==> config.mk <==
export PLATFORM = sky130hd
export DESIGN_NAME = out_port_unit_flat
export DESIGN_NICKNAME = d
export VERILOG_FILES = /design/src/rtl/out_port_unit_if.sv /design/src/rtl/out_port_unit.sv /design/src/flat_wrapper.sv
export SDC_FILE = /design/constraint.sdc
export NUM_CORES = 1
export LEC_CHECK = 0
export CAP_MARGIN = 20
export CORE_MARGIN = 4
export CORE_UTILIZATION = 48
export DETAILED_ROUTE_END_ITERATION = 7
export PLACE_DENSITY_LB_ADDON = 0.3
export SYNTH_ARGS = -nofsm -noshare
export SYNTH_HDL_FRONTEND = slang
export SYNTH_SLANG_ARGS = --single-unit
==> constraint.sdc <==
create_clock -name ck -period 3 [get_ports ck]
set_input_delay 0.6 -clock ck [delete_from_list [all_inputs] [get_ports ck]]
set_output_delay 0.6 -clock ck [all_outputs]
set_load 0.05 [all_outputs]
==> src/rtl/out_port_unit_if.sv <==
// rtl/out_port_unit_if.sv - processor-side and device-side signal bundle for the output port unit
//
// Signals:
//   A, B, V, X  processor register values, selectable as the output byte
//   iput        output-instruction strobe, held while a write is requested
//   src_sel     source select: 0=A, 1=B, 2=V, 3=X
//   flush       synchronous FIFO clear
//   stall       processor hold request (iput while the FIFO is full)
//   OUT         last byte accepted into the FIFO
//   out_data    FIFO head byte to the external device
//   out_valid   out_data is valid
//   out_ready   device accepts the head byte
//   level       current FIFO occupancy
//   sent        count of bytes handed to the device, mod 256
// Modports: master = processor/device side, slave = the port unit.
interface out_port_unit_if #(
    parameter int DEPTH = 4
);
    localparam int AW = $clog2(DEPTH);

    logic [7:0]  A;
    logic [7:0]  B;
    logic [7:0]  V;
    logic [7:0]  X;
    logic        iput;
    logic [1:0]  src_sel;
    logic        flush;
    logic        stall;
    logic [7:0]  OUT;
    logic [7:0]  out_data;
    logic        out_valid;
    logic        out_ready;
    logic [AW:0] level;
    logic [7:0]  sent;

    modport master (
        output A, B, V, X, iput, src_sel, flush, out_ready,
        input  stall, OUT, out_data, out_valid, level, sent
    );

    modport slave (
        input  A, B, V, X, iput, src_sel, flush, out_ready,
        output stall, OUT, out_data, out_valid, level, sent
    );
endinterface

==> src/rtl/out_port_unit.sv <==
// rtl/out_port_unit.sv - processor output port with a DEPTH-entry byte FIFO toward an external device
//
// Ports:
//   ck     the only clock, rising edge
//   rst_n  asynchronous active-low reset
//   bus    out_port_unit_if.slave: processor push side (A/B/V/X, iput, src_sel,
//          flush, stall, OUT), device pop side (out_data, out_valid, out_ready),
//          status (level, sent)
// DEPTH must be a power of two, at least 2.
module out_port_unit #(
    parameter int DEPTH = 4
) (
    input  logic          ck,
    input  logic          rst_n,
    out_port_unit_if.slave bus
);
    localparam int AW = $clog2(DEPTH);

    // Pointers carry one extra wrap bit so full and empty are distinguishable.
    logic [AW:0] wr_ptr;
    logic [AW:0] rd_ptr;
    logic [7:0]  mem [DEPTH];
    logic [7:0]  out_reg;
    logic [7:0]  sent_cnt;
    logic [7:0]  src;
    logic        full;
    logic        empty;
    logic        push;
    logic        pop;

    always_comb begin
        src = bus.A;
        case (bus.src_sel)
            2'd0:    src = bus.A;
            2'd1:    src = bus.B;
            2'd2:    src = bus.V;
            default: src = bus.X;
        endcase
    end

    assign full  = (wr_ptr[AW] != rd_ptr[AW]) && (wr_ptr[AW-1:0] == rd_ptr[AW-1:0]);
    assign empty = (wr_ptr == rd_ptr);

    // No bypass: a full FIFO blocks the push even if a pop frees a slot this edge.
    assign push = bus.iput & ~full & ~bus.flush;
    assign pop  = ~empty & bus.out_ready & ~bus.flush;

    always_ff @(posedge ck or negedge rst_n) begin
        if (!rst_n) begin
            wr_ptr   <= '0;
            rd_ptr   <= '0;
            out_reg  <= 8'h00;
            sent_cnt <= 8'h00;
        end else if (bus.flush) begin
            wr_ptr <= '0;
            rd_ptr <= '0;
        end else begin
            if (push) begin
                wr_ptr  <= wr_ptr + 1'b1;
                out_reg <= src;
            end
            if (pop) begin
                rd_ptr   <= rd_ptr + 1'b1;
                sent_cnt <= sent_cnt + 8'd1;
            end
        end
    end

    // Storage is not reset; out_data only matters while out_valid is high.
    always_ff @(posedge ck) begin
        if (push) begin
            mem[wr_ptr[AW-1:0]] <= src;
        end
    end

    // Pointers clear asynchronously, so stall is already 0 while reset is held.
    assign bus.stall     = bus.iput & full;
    assign bus.out_valid = ~empty;
    assign bus.out_data  = mem[rd_ptr[AW-1:0]];
    assign bus.OUT       = out_reg;
    assign bus.level     = wr_ptr - rd_ptr;
    assign bus.sent      = sent_cnt;
endmodule

==> src/flat_wrapper.sv <==
// flat-port wrapper written by rule: the top's interface ports become plain ports
module out_port_unit_flat 
#(
    parameter int DEPTH = 4
)
  (ck, rst_n, bus_A, bus_B, bus_V, bus_X, bus_iput, bus_src_sel, bus_flush, bus_out_ready, bus_stall, bus_OUT, bus_out_data, bus_out_valid, bus_level, bus_sent);
  out_port_unit_if #(.DEPTH(DEPTH)) bus_i ();
  input  logic ck;
  input  logic rst_n;
  input wire logic [$bits(bus_i.A)-1:0] bus_A;
  input wire logic [$bits(bus_i.B)-1:0] bus_B;
  input wire logic [$bits(bus_i.V)-1:0] bus_V;
  input wire logic [$bits(bus_i.X)-1:0] bus_X;
  input wire logic [$bits(bus_i.iput)-1:0] bus_iput;
  input wire logic [$bits(bus_i.src_sel)-1:0] bus_src_sel;
  input wire logic [$bits(bus_i.flush)-1:0] bus_flush;
  input wire logic [$bits(bus_i.out_ready)-1:0] bus_out_ready;
  output wire logic [$bits(bus_i.stall)-1:0] bus_stall;
  output wire logic [$bits(bus_i.OUT)-1:0] bus_OUT;
  output wire logic [$bits(bus_i.out_data)-1:0] bus_out_data;
  output wire logic [$bits(bus_i.out_valid)-1:0] bus_out_valid;
  output wire logic [$bits(bus_i.level)-1:0] bus_level;
  output wire logic [$bits(bus_i.sent)-1:0] bus_sent;
  assign bus_i.A = bus_A;
  assign bus_i.B = bus_B;
  assign bus_i.V = bus_V;
  assign bus_i.X = bus_X;
  assign bus_i.iput = bus_iput;
  assign bus_i.src_sel = bus_src_sel;
  assign bus_i.flush = bus_flush;
  assign bus_i.out_ready = bus_out_ready;
  assign bus_stall = bus_i.stall;
  assign bus_OUT = bus_i.OUT;
  assign bus_out_data = bus_i.out_data;
  assign bus_out_valid = bus_i.out_valid;
  assign bus_level = bus_i.level;
  assign bus_sent = bus_i.sent;
  out_port_unit #(.DEPTH(DEPTH)) u_core (.ck(ck), .rst_n(rst_n), .bus(bus_i));
endmodule
**Word level (Yosys, flattened, before mapping)**

Memory sizes are Yosys's and may differ from the RTL's.
Cells that the tools add are included.

- Register bits: 22
- Bits in latches: 0
- RAM bits: 32
- Memory bits (read-only): 0
- Bits of input ports: 39
- Memories kept: 1

Memory list:

| memory | depth | bits a word | rd ports | clocked after Yosys merged registers in | write ports | line | text |
|---|---|---|---|---|---|---|---|
| u_core.mem | 4 | 8 | 1 | 0 | 1 | out_port_unit.sv:22 | `logic [7:0] mem [DEPTH];` |

- Add/sub/neg operators: 4
- Multiply operators: 0
- Div/mod/pow operators: 0
- Order comparisons: 0
- Eq/ne operators: 5
- Shifts and indexed selects: 0
- Mux-type cells: 7
- Bitwise operators: 8
- Reductions and logical operators: 6

Operator list:

| kind | count |
|---|---|
| case mux 8 bit (3 select lines) | 1 |
| two-way mux 3 bit | 4 |
| adder 8 x 1 -> 8 bit (second input constant) | 1 |
| adder 3 x 1 -> 3 bit (second input constant) | 2 |
| AND 1 bit | 5 |
| AND reduction 2 bit | 2 |
| nonzero test 2 bit | 2 |
| == test 3 bit | 1 |
| inverter 1 bit | 3 |
| subtractor 3 bit | 1 |
| == test 2 x 1 -> 1 bit (second input constant) | 1 |
| == test 2 bit | 1 |
| == test 2 bit (second input constant) | 1 |
| zero test 2 bit | 1 |
| two-way mux 1 bit | 2 |
| logical AND 1 bit | 1 |
| != test 1 bit | 1 |

**Depth between registers and ports, before layout**

- Word-level depth: 7
- Depth in mapped cells: 8
- Depth with buffers taken out: 6

**Worst setup path before layout**

No wires, ideal clock.

- Path type: reg2out
- Start: register u_core.rd_ptr[1]
- End: output bus_stall
- Arrival time: 2.403 ns
- Data required time: 2.400 ns
- Path slack: -0.003 ns
- Stages on the path, launching flop included: 6
- Cells stage by stage: dfrtp_1 -> clkbuf_1 -> inv_1 -> ha_1 -> nand2_1 -> nor3b_1

- Cells in the longest elaborated chain, start to end: 3

Ends and longest elaborated chain:

| what | line | text |
|---|---|---|
| from (decl) | out_port_unit.sv:21 | `logic [AW:0] rd_ptr;` |
| from (signal assigned) | out_port_unit.sv:63 | `rd_ptr <= rd_ptr + 1'b1;` |
| == test 2 bit | out_port_unit.sv:41 | `assign full = (wr_ptr[AW] != rd_ptr[AW]) && (wr_ptr[AW-1:0] == rd_ptr[AW-1:0]);` |
| logical AND 1 bit | out_port_unit.sv:41 |  |
| AND 1 bit | out_port_unit.sv:77 | `assign bus.stall = bus.iput & full;` |
| to (decl) | flat_wrapper.sv:18 | `output wire logic [$bits(bus_i.stall)-1:0] bus_stall;` |

Every way passes these cells.

**Final worst setup path**

- Start: register u_core.rd_ptr[0]
- End: output bus_out_data[4]

- Cells in the longest elaborated chain, start to end: 1

Ends and longest elaborated chain:

| what | line | text |
|---|---|---|
| memory (4 x 8 bit) | n/a |  |
| to (decl) | flat_wrapper.sv:20 | `output wire logic [$bits(bus_i.out_data)-1:0] bus_out_data;` |

Every way passes these cells.

==> key figures <==
Synthesis
  • Synth Flop Type: edfxtp_1
  • Post-synth EDFFs: 32
  • Post-Syn Area: 0.00250 mm^2
  • Register bit count reported by yosys: 54
  • Syn nets: 195
  • Yosys cell types: 31
  • Synthesis warning total: 0
  • Synthesized instance count: 147
  • Synth Area per Inst: 17.0 um^2
  • Async set or reset register ratio after synthesis: 40.7%
  • Post-synthesis sequential area ratio: 60.3%

Run
  • Max-cap violations: 0

Drt
  • DR vias: 1504
  • DR vias/cell: 5.15
  • DR iter-0 viols: 86
  • Final WL: 5460 um
  • Number of remaining DRC errors: 0
  • Detailed-router iteration count before antenna repair: 5
  • ANT nets after route: 0
  • Routed WL per cell: 18.7 um

Clock network
  • TritonCTS buffer count: 5
  • CTS Hold Bufs: 0
  • Clock Sinks: 54
  • Clock Tree Buf Depth: 2
  • Clk slew on worst S/H paths: 0.09 ns
  • CTS tree: done
  • H-tree Lvls: 2
  • Total setup buffers inserted after CTS: 0
  • Latest clock arrival within the worst-skew pair: 0.31 ns
  • Cells resized by post-CTS repair: 0
  • Clock Tree Root: clkbuf_8

Floorplanning
  • DIE AREA: 0.00644 mm^2
  • Initial Util: 49.4%
  • Row count: 26
  • DIE HEIGHT: 80.2 um
  • I/O pin cnt: 68
  • Die W: 80.2 um
  • Core area: 0.00507 mm^2

Final layout
  • Final design utilization: 66.7%
  • Layout cell share with drive strength beyond 1: 22.5%
  • P&R area growth vs syn: 35.1%
  • Diodes inserted: 0
  • Final Instance Count excl. Fillers: 292
  • Filler Cell Count: 380
  • Final nets: 269

Global routing
  • Largest net degree at the start of global routing: 23
  • GR Util All Layers: 18.8%
  • Vias in the first global route: 1787
  • First-pass GRT wire length: 8910 um
  • Initial antenna violation count: 0
  • Congestion Overflow GR: 0

Timing
  • Final Critical Period: 2.83 ns
  • Final setup fails: 0
  • Max Fclk: 353 MHz
  • Worst-Margin Slew: 0.554 ns
  • Unrepaired setup endpoints after global routing: false
  • Max Slew Vio Count: 0
  • Clock skew: 0.00580 ns
  • Slew HR: 62.9%
  • Setup ws final: 0.167 ns
  • Final hold vios: 0
  • Post-route setup TNS: 0 ns
  • Tcrit/Tclk final: 94.4%

Status
  • Outcome: complete, no violations

Worst setup path
  • FF-to-FF setup slack: 0.87 ns
  • Critical Path AT: 2.23 ns
  • CP Class: flop to primary output
  • Critical Path Max Stage Delay: 0.72 ns
  • Req. time, crit path: 2.40 ns
  • CP delay by family, top: buffers and inverters
  • Largest fanout on the critical path: 8
  • Critical Path Source Type: flop
  • Slowest-stage cell, CP: clkdlybuf4s50_1
  • CP Buf/Inv Count: 2
  • CP cell instances: buf_4, mux4_2, clkdlybuf4s50_1
  • CP Capture Type: primary output

Placement
  • Placer Congestion: 0.782
  • Pre-CTS setup slack: 0.486 ns
  • Placed insts: 284
  • Hpwl dp: 4130 um
  • Port bufs: 67

Power and ir drop
  • Maximum VDD drop: 0.628 mV
  • Lkg Pwr: 0.00129 uW
  • PwrDens: 686 mW/mm^2

Hold path
  • Hold Path Class: flop to flop
## worst register-to-register path: stages, from the launching register on
cell and delay [ns]:
dfrtp_1 0.42, inv_1 0.15, ha_1 0.29, nand2_1 0.22, o21ai_4 0.10, nor2_2 0.28
and2_2 0.37
## sequential cells by signal, summed over array words and instances (netlist names)
| signal | cells |
|---|---|
| u_core.bus.sent | 8 |
| u_core.wr_ptr | 3 |
| u_core.rd_ptr | 3 |
| u_core.mem | 32 |
| u_core.bus.OUT | 8 |
## cell usage after synthesis (2+ instances only)
cell | n | area, um^2
mux4_2 | 16 | 360
clkbuf_1 | 2 | 7.51
nor2_1 | 8 | 30.0
nand3_1 | 2 | 10.0
nand4_1 | 2 | 12.5
mux2_2 | 2 | 22.5
xor2_1 | 8 | 70.1
inv_1 | 6 | 22.5
o211ai_1 | 2 | 15.0
xnor2_1 | 5 | 43.8
and2_2 | 3 | 22.5
edfxtp_1 | 32 | 961
dfrtp_1 | 22 | 551
nand2_1 | 4 | 15.0
nor3_1 | 2 | 10.0
ha_1 | 8 | 100
buf_2 | 3 | 15.0
mux2_4 | 7 | 105
## cells by family (layout without fill, tap and decap cells)
logic type	Yosys count	in the layout	share of synthesized area (%)
adder cells (fa/ha/maj)	9	9	4.80
AND/OR/NAND/NOR	26	26	5.64
multiplexers	26	26	19.9
AO/OA/AOI/OAI	6	6	1.90
buffers and inverters	12	87	2.25
flip-flops	54	54	60.3
XOR/XNOR	14	14	5.20
## through the flow
step	cell area, um^2	hold WS [ns]	power (uW)
6_report	3380	0.468	2320
5_1_grt	3380	0.495	2420
4_1_cts	3380	0.473	2340
3_5_place_dp	3280	0.458	1910
3_3_place_gp	3280	0.458	1890
2_1_floorplan	2510	0.304	1570
## where the power goes
group | leakage [uW] | internal, uW | switching [uW]
clock network | 0.0000514 | 190 | 243
logic | 0.000674 | 377 | 575
registers | 0.000566 | 869 | 67.5
total | 0.00129 | 1440 | 886
## final timing paths
kind                               startpoint                  to  cells after the start
max                          u_core.rd_ptr[0]     bus_out_data[4]                      3
min                        u_core.bus.sent[7]  u_core.bus.sent[7]                      1
max reg2reg                  u_core.wr_ptr[0]    u_core.mem[0][3]                      6
min reg2reg                u_core.bus.sent[7]  u_core.bus.sent[7]                      1
max in group asynchronous               rst_n  u_core.bus.sent[2]                      2
min in group asynchronous               rst_n   u_core.bus.OUT[2]                      2
## area by class of cell
| class | instances | area [um^2] | share of cell area, % |
|---|---|---|---|
| timing repair buffer | 73 | 721 | 21.3 |
| inverter | 6 | 22.5 | 0.665 |
| tap | 70 | 87.6 | 2.59 |
| clock buffer | 6 | 82.6 | 2.44 |
| multi-input combinational | 81 | 942 | 27.8 |
| clock inverter | 2 | 17.5 | 0.518 |
| sequential | 54 | 1510 | 44.7 |
## cells in the final DEF (no fill, tap or decap)
cell / instances
clkdlybuf4s50_1: 64
edfxtp_1: 32
dfrtp_1: 22
mux4_2: 16
nor2_1: 8
xor2_1: 8
ha_1: 8
buf_4: 8
mux2_4: 7
inv_1: 6
clkbuf_8: 6
xnor2_1: 5
nand2_1: 4
and2_2: 3
o211ai_1: 2
nand3_1: 2
nor3b_2: 2
nand4_1: 2
nor3_1: 2
mux2_2: 2
clkinv_4: 2
xnor2_2: 1
o21ai_4: 1
nor2_2: 1
o21ai_1: 1
a21oi_1: 1
mux2i_1: 1
nand2b_1: 1
nand4b_1: 1
a31oi_1: 1
fa_1: 1
buf_12: 1
## routing by layer
layer / track usage [%] / wire (um)
met1: 22.3 / 2150
met2: 32.7 / 2940
met3: 5.16 / 276
met4: 6.76 / 93
met5: 0 / 0
Power figures use the tool's default switching activity.
